`src/rtl/sy_ppl_exu_iq_gen.sv`:
```
// Age-ordered, compressed issue queue with a generic payload.
// Valid entries live in slots 0..cnt-1 with slot 0 the oldest; issue picks the oldest
// entry whose sources are all ready, and younger entries shift down to close the gap.
module sy_ppl_exu_iq_gen #(
  parameter int unsigned DEPTH     = 8,
  parameter int unsigned SRC_NUM   = 3,
  parameter int unsigned WAKE_NUM  = 5,
  parameter int unsigned TAG_W     = 7,
  parameter int unsigned PAYLOAD_W = 128,
  parameter int unsigned CNT_W     = $clog2(DEPTH + 1)
) (
  input  logic                      clk_i,
  input  logic                      rst_i,
  input  logic                      flush_i,
  input  logic                      enq_vld_i,
  output logic                      enq_rdy_o,
  input  logic [PAYLOAD_W-1:0]      enq_payload_i,
  input  logic [SRC_NUM*TAG_W-1:0]  enq_src_idx_i,
  input  logic [SRC_NUM-1:0]        enq_src_fp_i,
  input  logic [SRC_NUM-1:0]        enq_src_rdy_i,
  output logic                      iss_vld_o,
  input  logic                      iss_rdy_i,
  output logic [PAYLOAD_W-1:0]      iss_payload_o,
  input  logic [WAKE_NUM-1:0]       wk_vld_i,
  input  logic [WAKE_NUM*TAG_W-1:0] wk_idx_i,
  input  logic [WAKE_NUM-1:0]       wk_is_fp_i,
  output logic [CNT_W-1:0]          cnt_o
);

  localparam int unsigned SEL_W = (DEPTH > 1) ? $clog2(DEPTH) : 1;

  logic [PAYLOAD_W-1:0]            r_pay [DEPTH];
  logic [SRC_NUM-1:0][TAG_W-1:0]   r_tag [DEPTH];
  logic [SRC_NUM-1:0]              r_fp  [DEPTH];
  logic [SRC_NUM-1:0]              r_rdy [DEPTH];
  logic [CNT_W-1:0]                r_cnt;

  logic [PAYLOAD_W-1:0]            w_pay_nxt [DEPTH];
  logic [SRC_NUM-1:0][TAG_W-1:0]   w_tag_nxt [DEPTH];
  logic [SRC_NUM-1:0]              w_fp_nxt  [DEPTH];
  logic [SRC_NUM-1:0]              w_rdy_nxt [DEPTH];
  logic [SRC_NUM-1:0]              w_rdy_upd [DEPTH];
  logic [SRC_NUM-1:0]              w_enq_rdy_bits;
  logic [CNT_W-1:0]                w_cnt_nxt;
  logic [CNT_W-1:0]                w_wr_slot;
  logic [SEL_W-1:0]                w_sel;
  logic                            w_any;
  logic                            w_enq_fire;
  logic                            w_deq;

  function automatic logic f_wake_hit(input logic [TAG_W-1:0]          tag,
                                      input logic                      fp,
                                      input logic [WAKE_NUM-1:0]       vld,
                                      input logic [WAKE_NUM*TAG_W-1:0] idx,
                                      input logic [WAKE_NUM-1:0]       is_fp);
    logic hit;
    hit = 1'b0;
    for (int p = 0; p < WAKE_NUM; p++) begin
      hit = hit | (vld[p] && (idx[p*TAG_W +: TAG_W] == tag) && (is_fp[p] == fp));
    end
    return hit;
  endfunction

  // Apply this cycle's wakeups to live slots and to the incoming entry (bypass)
  always_comb begin
    for (int i = 0; i < DEPTH; i++) begin
      for (int k = 0; k < SRC_NUM; k++) begin
        // Dead slots are forced to 0 so a stray tag match cannot mark them ready
        w_rdy_upd[i][k] = (CNT_W'(i) < r_cnt) &&
                          (r_rdy[i][k] ||
                           f_wake_hit(r_tag[i][k], r_fp[i][k], wk_vld_i, wk_idx_i, wk_is_fp_i));
      end
    end
    for (int k = 0; k < SRC_NUM; k++) begin
      w_enq_rdy_bits[k] = enq_src_rdy_i[k] ||
                          f_wake_hit(enq_src_idx_i[k*TAG_W +: TAG_W], enq_src_fp_i[k],
                                     wk_vld_i, wk_idx_i, wk_is_fp_i);
    end
  end

  // Oldest-first select from registered ready bits only
  always_comb begin
    w_sel = '0;
    w_any = 1'b0;
    for (int i = 0; i < DEPTH; i++) begin
      if (!w_any && (CNT_W'(i) < r_cnt) && (&r_rdy[i])) begin
        w_sel = SEL_W'(i);
        w_any = 1'b1;
      end
    end
  end

  assign enq_rdy_o     = (r_cnt < CNT_W'(DEPTH));
  assign w_enq_fire    = enq_vld_i && enq_rdy_o && !flush_i;
  assign iss_vld_o     = w_any && !flush_i;
  assign iss_payload_o = r_pay[w_sel];
  assign w_deq         = iss_vld_o && iss_rdy_i;
  assign w_wr_slot     = w_deq ? (r_cnt - CNT_W'(1)) : r_cnt;
  assign cnt_o         = r_cnt;

  // Next-state: compress on dequeue, then append the new entry at the tail
  always_comb begin
    for (int i = 0; i < DEPTH; i++) begin
      w_pay_nxt[i] = r_pay[i];
      w_tag_nxt[i] = r_tag[i];
      w_fp_nxt[i]  = r_fp[i];
      w_rdy_nxt[i] = w_rdy_upd[i];
    end
    for (int i = 0; i < DEPTH - 1; i++) begin
      if (w_deq && (CNT_W'(i) >= CNT_W'(w_sel)) && (CNT_W'(i) < r_cnt - CNT_W'(1))) begin
        w_pay_nxt[i] = r_pay[i+1];
        w_tag_nxt[i] = r_tag[i+1];
        w_fp_nxt[i]  = r_fp[i+1];
        w_rdy_nxt[i] = w_rdy_upd[i+1];
      end
    end
    for (int i = 0; i < DEPTH; i++) begin
      if (w_deq && (CNT_W'(i) == r_cnt - CNT_W'(1))) begin
        w_pay_nxt[i] = '0;
        w_tag_nxt[i] = '0;
        w_fp_nxt[i]  = '0;
        w_rdy_nxt[i] = '0;
      end
      if (w_enq_fire && (CNT_W'(i) == w_wr_slot)) begin
        w_pay_nxt[i] = enq_payload_i;
        w_tag_nxt[i] = enq_src_idx_i;
        w_fp_nxt[i]  = enq_src_fp_i;
        w_rdy_nxt[i] = w_enq_rdy_bits;
      end
    end
    case ({w_enq_fire, w_deq})
      2'b10:   w_cnt_nxt = r_cnt + CNT_W'(1);
      2'b01:   w_cnt_nxt = r_cnt - CNT_W'(1);
      default: w_cnt_nxt = r_cnt;
    endcase
  end

  // State registers; flush empties the queue but leaves payloads stale
  always_ff @(posedge clk_i) begin
    if (rst_i) begin
      r_cnt <= '0;
      for (int i = 0; i < DEPTH; i++) begin
        r_pay[i] <= '0;
        r_tag[i] <= '0;
        r_fp[i]  <= '0;
        r_rdy[i] <= '0;
      end
    end else if (flush_i) begin
      r_cnt <= '0;
      for (int i = 0; i < DEPTH; i++) begin
        r_rdy[i] <= '0;
      end
    end else begin
      r_cnt <= w_cnt_nxt;
      for (int i = 0; i < DEPTH; i++) begin
        r_pay[i] <= w_pay_nxt[i];
        r_tag[i] <= w_tag_nxt[i];
        r_fp[i]  <= w_fp_nxt[i];
        r_rdy[i] <= w_rdy_nxt[i];
      end
    end
  end

  a_cnt_bound: assert property (@(posedge clk_i) disable iff (rst_i) r_cnt <= CNT_W'(DEPTH));
  a_no_enq_full: assert property (@(posedge clk_i) disable iff (rst_i)
                                  !(w_enq_fire && (r_cnt == CNT_W'(DEPTH))));
  a_iss_nonempty: assert property (@(posedge clk_i) disable iff (rst_i)
                                   iss_vld_o |-> (r_cnt != '0));

endmodule
```
`config.mk`:
```
export PLATFORM = sky130hd
export DESIGN_NAME = sy_ppl_exu_iq_gen
export DESIGN_NICKNAME = d
export VERILOG_FILES = /design/src/rtl/sy_ppl_exu_iq_gen.sv
export SDC_FILE = /design/constraint.sdc
export NUM_CORES = 2
export LEC_CHECK = 0
export CAP_MARGIN = 20
export CORE_MARGIN = 3
export CORE_UTILIZATION = 36
export CTS_BUF_LIST = sky130_fd_sc_hd__clkbuf_2
export DETAILED_ROUTE_END_ITERATION = 10
export GPL_ROUTABILITY_DRIVEN = 0
export SKIP_LAST_GASP = 1
export SLEW_MARGIN = 5
export SYNTH_ARGS = -nofsm -noshare
export SYNTH_HDL_FRONTEND = slang
export SYNTH_SLANG_ARGS = --single-unit
```
`constraint.sdc`:
```
create_clock -name clk_i -period 16.23 [get_ports clk_i]
set_input_delay 1.623 -clock clk_i [delete_from_list [all_inputs] [get_ports clk_i]]
set_output_delay 1.623 -clock clk_i [all_outputs]
set_load 0.1 [all_outputs]
```
# After elaboration in Yosys (flattened, before gate mapping)
# Memory sizes are Yosys's and may differ from the RTL's.
# Cells that the tools add are included.
classes:
  n_mux: 157
  multipliers: 0
  n_reduce_logical: 391
  bitwise: 148
  eq_ne: 287
  addsub: 2
  n_div: 0
  n_lt_le_gt_ge: 23
  shift: 0
ops:
  columns: ["op", "count"]
  rows:
  - ["$mux W128", 31]
  - ["$eq A7 B7 Y1", 135]
  - ["$mux W21", 31]
  - ["$logic_and A1 B1 Y1", 343]
  - ["$mux W3", 76]
  - ["$or A1 B1 Y1", 148]
  - ["$eq A1 B1 Y1", 135]
  - ["$eq A3 B4 Y1 const A", 8]
  - ["$lt A3 B4 Y1 const A", 7]
  - ["$logic_or A1 B1 Y1", 27]
  - ["$reduce_and A3 Y1", 8]
  - ["$mux W1", 17]
  - ["$eq A2 B4 Y1 const A", 4]
  - ["$lt A1 B4 Y1 const A", 4]
  - ["$lt A2 B4 Y1 const A", 4]
  - ["$ge A3 B3 Y1 const A", 3]
  - ["$eq A1 B4 Y1 const A", 2]
  - ["$logic_not A1 Y1", 8]
  - ["$logic_not A4 Y1", 2]
  - ["$pmux W4 S2", 1]
  - ["$ge A1 B3 Y1 const A", 2]
  - ["$ge A2 B3 Y1 const A", 2]
  - ["$add A4 B1 Y4 const B", 1]
  - ["$lt A4 B4 Y1 const B", 1]
  - ["8 further kinds", 8]
totals:
  wordCells: 1013
  latch_bits: 0
  ramBits: 1240
  memories: 4
  regBits: 4
  rom_bits: 0
  inputBits: 205
  out_inout_bits: 134
mem_list:
  columns: ["memory", "words", "word_bits", "rd", "rd_clocked_by_memory_dff", "write_ports", "line", "source"]
  rows:
  - ["r_pay", 8, 128, 8, 0, 8, "32", "logic [PAYLOAD_W-1:0] r_pay [DEPTH];"]
  - ["r_tag", 8, 21, 8, 0, 8, "33", "logic [SRC_NUM-1:0][TAG_W-1:0] r_tag [DEPTH];"]
  - ["r_fp", 8, 3, 8, 0, 8, "34", "logic [SRC_NUM-1:0] r_fp [DEPTH];"]
  - ["r_rdy", 8, 3, 8, 0, 8, "35", "logic [SRC_NUM-1:0] r_rdy [DEPTH];"]

# Logic depth before layout (Yosys ltp)
# An unclocked memory read counts as a cell.
logic_depth:
  depth_word: 40
  depth_mapped: 16
  mapped_depth_nobuf: 12

# Worst setup path before layout
# Ideal clock, no wire load.
synth_path:
  path_type: "reg2reg"
  startpoint: "reg, netlist name cnt_o[0]"
  endpoint: "mem r_fp[7][1], in the netlist r_fp[1][10] (enable)"
  required_ns: 15.357
  setup_slack_ns: 1.005
  t_arrival_ns: 14.351
  setup_ns: 0.873
  period_less_slack_ns: 15.225
  n_path_buf: 5
  stages_incl_launch_ff: 15
  cell_sequence: "dfxtp_1 > buf_1 > inv_2 > ha_1 > buf_2 > or2_1 > a21oi_2 > nor3_2 > buf_4 > a211oi_4 > o2bb2ai_2 > a22oi_1 > buf_2 > buf_2 > o21ai_0"
synth_lines:
  columns: ["element", "line"]
  rows:
  - ["end: declaration", "34"]

# Worst setup path after layout
layout_path:
  startpoint: "reg r_cnt[0], in the netlist cnt_o[0]"
  endpoint: "out iss_payload_o[86]"
layout_between:
  elab_chain_cells: 32
  elab_cells_between_ends: 45
  cone_classes: "8 x order compare; 14 x mux; 22 x reduce/logical; 1 x memory"
layout_rtl:
  columns: ["element", "line", "source"]
  rows:
  - ["start: declaration", "36", "logic [CNT_W-1:0] r_cnt;"]
  - ["start signal: assignment", "154", "r_cnt <= w_cnt_nxt;"]
  - ["$lt A1 B4 Y1", "86", "if (!w_any && (CNT_W'(i) < r_cnt) && (&r_rdy[i])) begin"]
  - ["$logic_and A1 B1 Y1", "86", null]
  - ["$mux W1", "86", null]
  - ["$logic_not A1 Y1", "86", null]
  - ["$logic_and A1 B1 Y1 (2 in series)", "86", null]
  - ["$mux W1", "86", null]
  - ["$logic_not A1 Y1", "86", null]
  - ["$logic_and A1 B1 Y1 (2 in series)", "86", null]
  - ["[... 12 more ...]", null, null]
  - ["$mux W1", "86", null]
  - ["$logic_not A1 Y1", "86", null]
  - ["$logic_and A1 B1 Y1 (2 in series)", "86", null]
  - ["$mux W1", "86", null]
  - ["$logic_not A1 Y1", "86", null]
  - ["$logic_and A1 B1 Y1 (2 in series)", "86", null]
  - ["$mux W3 (*)", "86", null]
  - ["$mem_v2 Z8 W128 (*)", null, null]
  - ["end: declaration", "23", "output logic [PAYLOAD_W-1:0] iss_payload_o,"]
# Every way passes the cells marked *; elsewhere a longest branch is shown, timed or not.

==> out/qor.txt <==
Status -> completed
Fin util -> 39.3%
Reg2reg path depth -> 12
Layout cell share with drive strength beyond 1 -> 12.2%
Hold WC Path Type -> reg -> reg
CTS clk-pin slew, worst paths -> 0.11 ns
Initial DRT Pass Iterations -> 10
M1 WL -> 141 mm
Via count -> 81500
DP Area -> 0.0883 sq mm
Synth Area per Inst -> 9.33 sq um
Sequential-to-total area share from yosys stat -> 44.0%
# fillers -> 23000
Setup TNS -> 0 ns
Synthesized flop and latch total -> 1244
Max-slew headroom -> 2.68%
Wirelength per Cell -> 31.6 um
Arr. time, crit path -> 9.52 ns
Final period utilization -> 68.6%
Top-area cell type share of the netlist area -> 43.9%
Part of the power in the clock network -> 32.3%
Die H -> 491 um
Tightest Pin Transition -> 1.46 ns
Post-synth top cells -> 1237 x edfxtp_1, 1122 x nand2_1, 1069 x nand3_1
Hold WS -> 0.513 ns
CP max FO -> 117
GRT Resource Usage Total -> 30.0%
Seq pwr share -> 50.5%
CTS Buffer Depth -> 4
Unique masters post-synth -> 75
Row count -> 177
Most instantiated library cell after synthesis -> edfxtp_1
Grt ovf -> 0
Cell taking the most area after synthesis -> edfxtp_1
Clock Sink Count -> 1244
First DRT Iteration DRCs -> 13500
Root buffer cell -> clkbuf_2
Final Slew Violations -> 0
Port bufs -> 338
Pwr dens -> 83.6 mW/mm^2
Cell Area, Synth -> 0.0847 sq mm
Routed Antenna Nets -> 0
Logic pwr share -> 17.1%
Nets -> 8832
Max-cap viol count -> 0
Total length of routed met2 wires -> 164 mm
FF+latch area -> 0.0373 sq mm
Multi-input logic area -> 0.0418 sq mm
Data required, critical path -> 14.61 ns
RSZ-0062 raised after global routing -> no
P&R area growth vs syn -> 8.23%
Core area -> 0.233 sq mm
Design internal power -> 5.05 mW
Skew-Pair Late Insertion Delay -> 1.97 ns
# setup viols final -> 0
Synthesized instance count -> 9077
Fin. Hold Viols -> 0
Die width -> 491 um
Initial core utilization -> 36.3%
Main area contributors after synthesis -> edfxtp_1 44%, o211ai_1 6.8%, nand3_1 6.3%
Largest net degree at the start of global routing -> 187
Crit path kind -> reg -> out
Fmax -> 89.8 MHz
Met3 routed WL -> 54.2 mm
Net Sw Frac -> 34.1%
Worst Clk Skew -> 0.205 ns
Inserted Clock Buffers -> 366
Worst vdd ir -> 0.0000436 V
Number of synthesized flops with an enable pin -> 1237
Lkg Pwr -> 28.7 nW
Final min period -> 11.14 ns
Setup Fix Bufs, Post-CTS -> 0
NetSw -> 2.62 mW
IO Pins -> 339
Max layer used -> met5
Fin area -> 0.0916 sq mm
Initial antenna violation count -> 46
Total Wirelength -> 381 mm
DR vias/cell -> 6.76
CTS HTree Levels -> 5
Hold Path Depth -> 1
Number of global-route vias before repair -> 78200
CP Launch Type -> flop
HPWL after DPL -> 187 mm
Endpoint class of the critical path -> primary output
First-pass GRT wire length -> 547 mm
DRC -> 0
Synth Flop Type -> edfxtp_1
Die area -> 0.241 sq mm
Async SR Flop Fraction -> 0%
Yosys warns -> 0
CTS tree -> done
## sequential cells by signal, summed over array words and instances, names as in the netlist
name   flops
r_pay   1024
r_tag    168
r_fp      24
r_rdy     24
cnt_o      4
## layout make-up
| class | count | area share [%] |
|---|---|---|
| tap | 3132 | 4.28 |
| inverter | 134 | 0.557 |
| multi-input combinational | 6366 | 45.7 |
| antenna | 25 | 0.0683 |
| timing repair buffer | 508 | 5.28 |
| clock buffer | 537 | 2.93 |
| sequential | 1244 | 40.7 |
| clock inverter | 101 | 0.548 |
## cell families after synthesis
group / after synthesis / share of synthesized area (%)
compound gates: 2364 / 19.3
mux: 169 / 2.03
flops: 1244 / 44.0
simple gates: 2719 / 16.3
other cells: 1 / 0.00443
buf+inv: 1487 / 7.05
xor+xnor: 1086 / 11.2
fa+ha+maj: 7 / 0.103
## power by group through the flow
stage	combinational (mW)	sequential (mW)	clock [mW]
floorplan	0.915	3.87	0
global placement	1.25	3.93	0
detailed placement	1.27	3.93	0
CTS	1.28	3.86	2.50
global route	1.36	3.88	2.66
finish	1.31	3.87	2.48
## critical path, stage by stage (launching register included)
cell,delay (ns)
dfxtp_1,0.56
inv_2,0.31
ha_1,0.38
nor2b_1,0.13
o2111a_1,0.32
a21oi_4,0.50
buf_12,0.75
a21o_4,0.80
buf_4,0.92
buf_4,0.81
a211oi_1,0.18
a311oi_1,0.30
a31o_2,0.24
clkdlybuf4s50_1,1.16
## metal layers
| metal | up-vias | track usage (%) |
|---|---|---|
| met5 | - | 0 |
| met4 | 36 | 16.3 |
| met3 | 1502 | 8.93 |
| met2 | 7516 | 44.7 |
| met1 | 39600 | 38.9 |
| li1 | 32800 | - |
## cells in the final DEF (no fill, tap or decap), drive strengths merged, types with 4 or more instances in the layout
master and instances:
edfxtp 1237, nand2 1122, nand3 1069, a21oi 777
o211ai 765, xnor2 609, clkbuf 537, xor2 477
clkdlybuf4s50 292, a211oi 260, buf 215, mux2i 167
a22o 152, nand4 141, inv 141, a31o 133
a311oi 131, nor4b 130, nor4 106, nor3 100
clkinv 90, a31oi 74, diode 25, conb 21
nor2 21, o22ai 18, o21ai 16, ha 7
dfxtp 7, a41oi 6, and3 4, bufinv 4
o31ai 4, a22oi 4, a21o 4, and2 4
or2 4
## stage by stage
| step | setup WS (ns) | total power, mW | cells |
|---|---|---|---|
| finish | 5.09 | 7.66 | 12000 |
| global route | 4.88 | 7.90 | 12000 |
| CTS | 5.16 | 7.63 | 12000 |
| detailed placement | 7.30 | 5.20 | 11400 |
| global placement | 7.53 | 5.18 | 11400 |
| floorplan | 1.01 | 4.78 | 9097 |
## worst paths after layout
kind	start	endpoint	slack, ns
hold / removal	r_pay[6][69]	r_pay[5][69]	0.51
setup reg to reg	cnt_o[0]	r_pay[3][96]	8.48
setup / recovery	cnt_o[0]	iss_payload_o[86]	5.09
hold reg to reg	r_pay[6][69]	r_pay[5][69]	0.51
## repair_timing
item / in CTS / in global routing
endpoints found under the setup margin: 0 / 0
resized for setup: 0 / 0
endpoints found under the hold margin: 3 / 0
hold buffers: 1 / 0
Power figures use the tool's default switching activity.
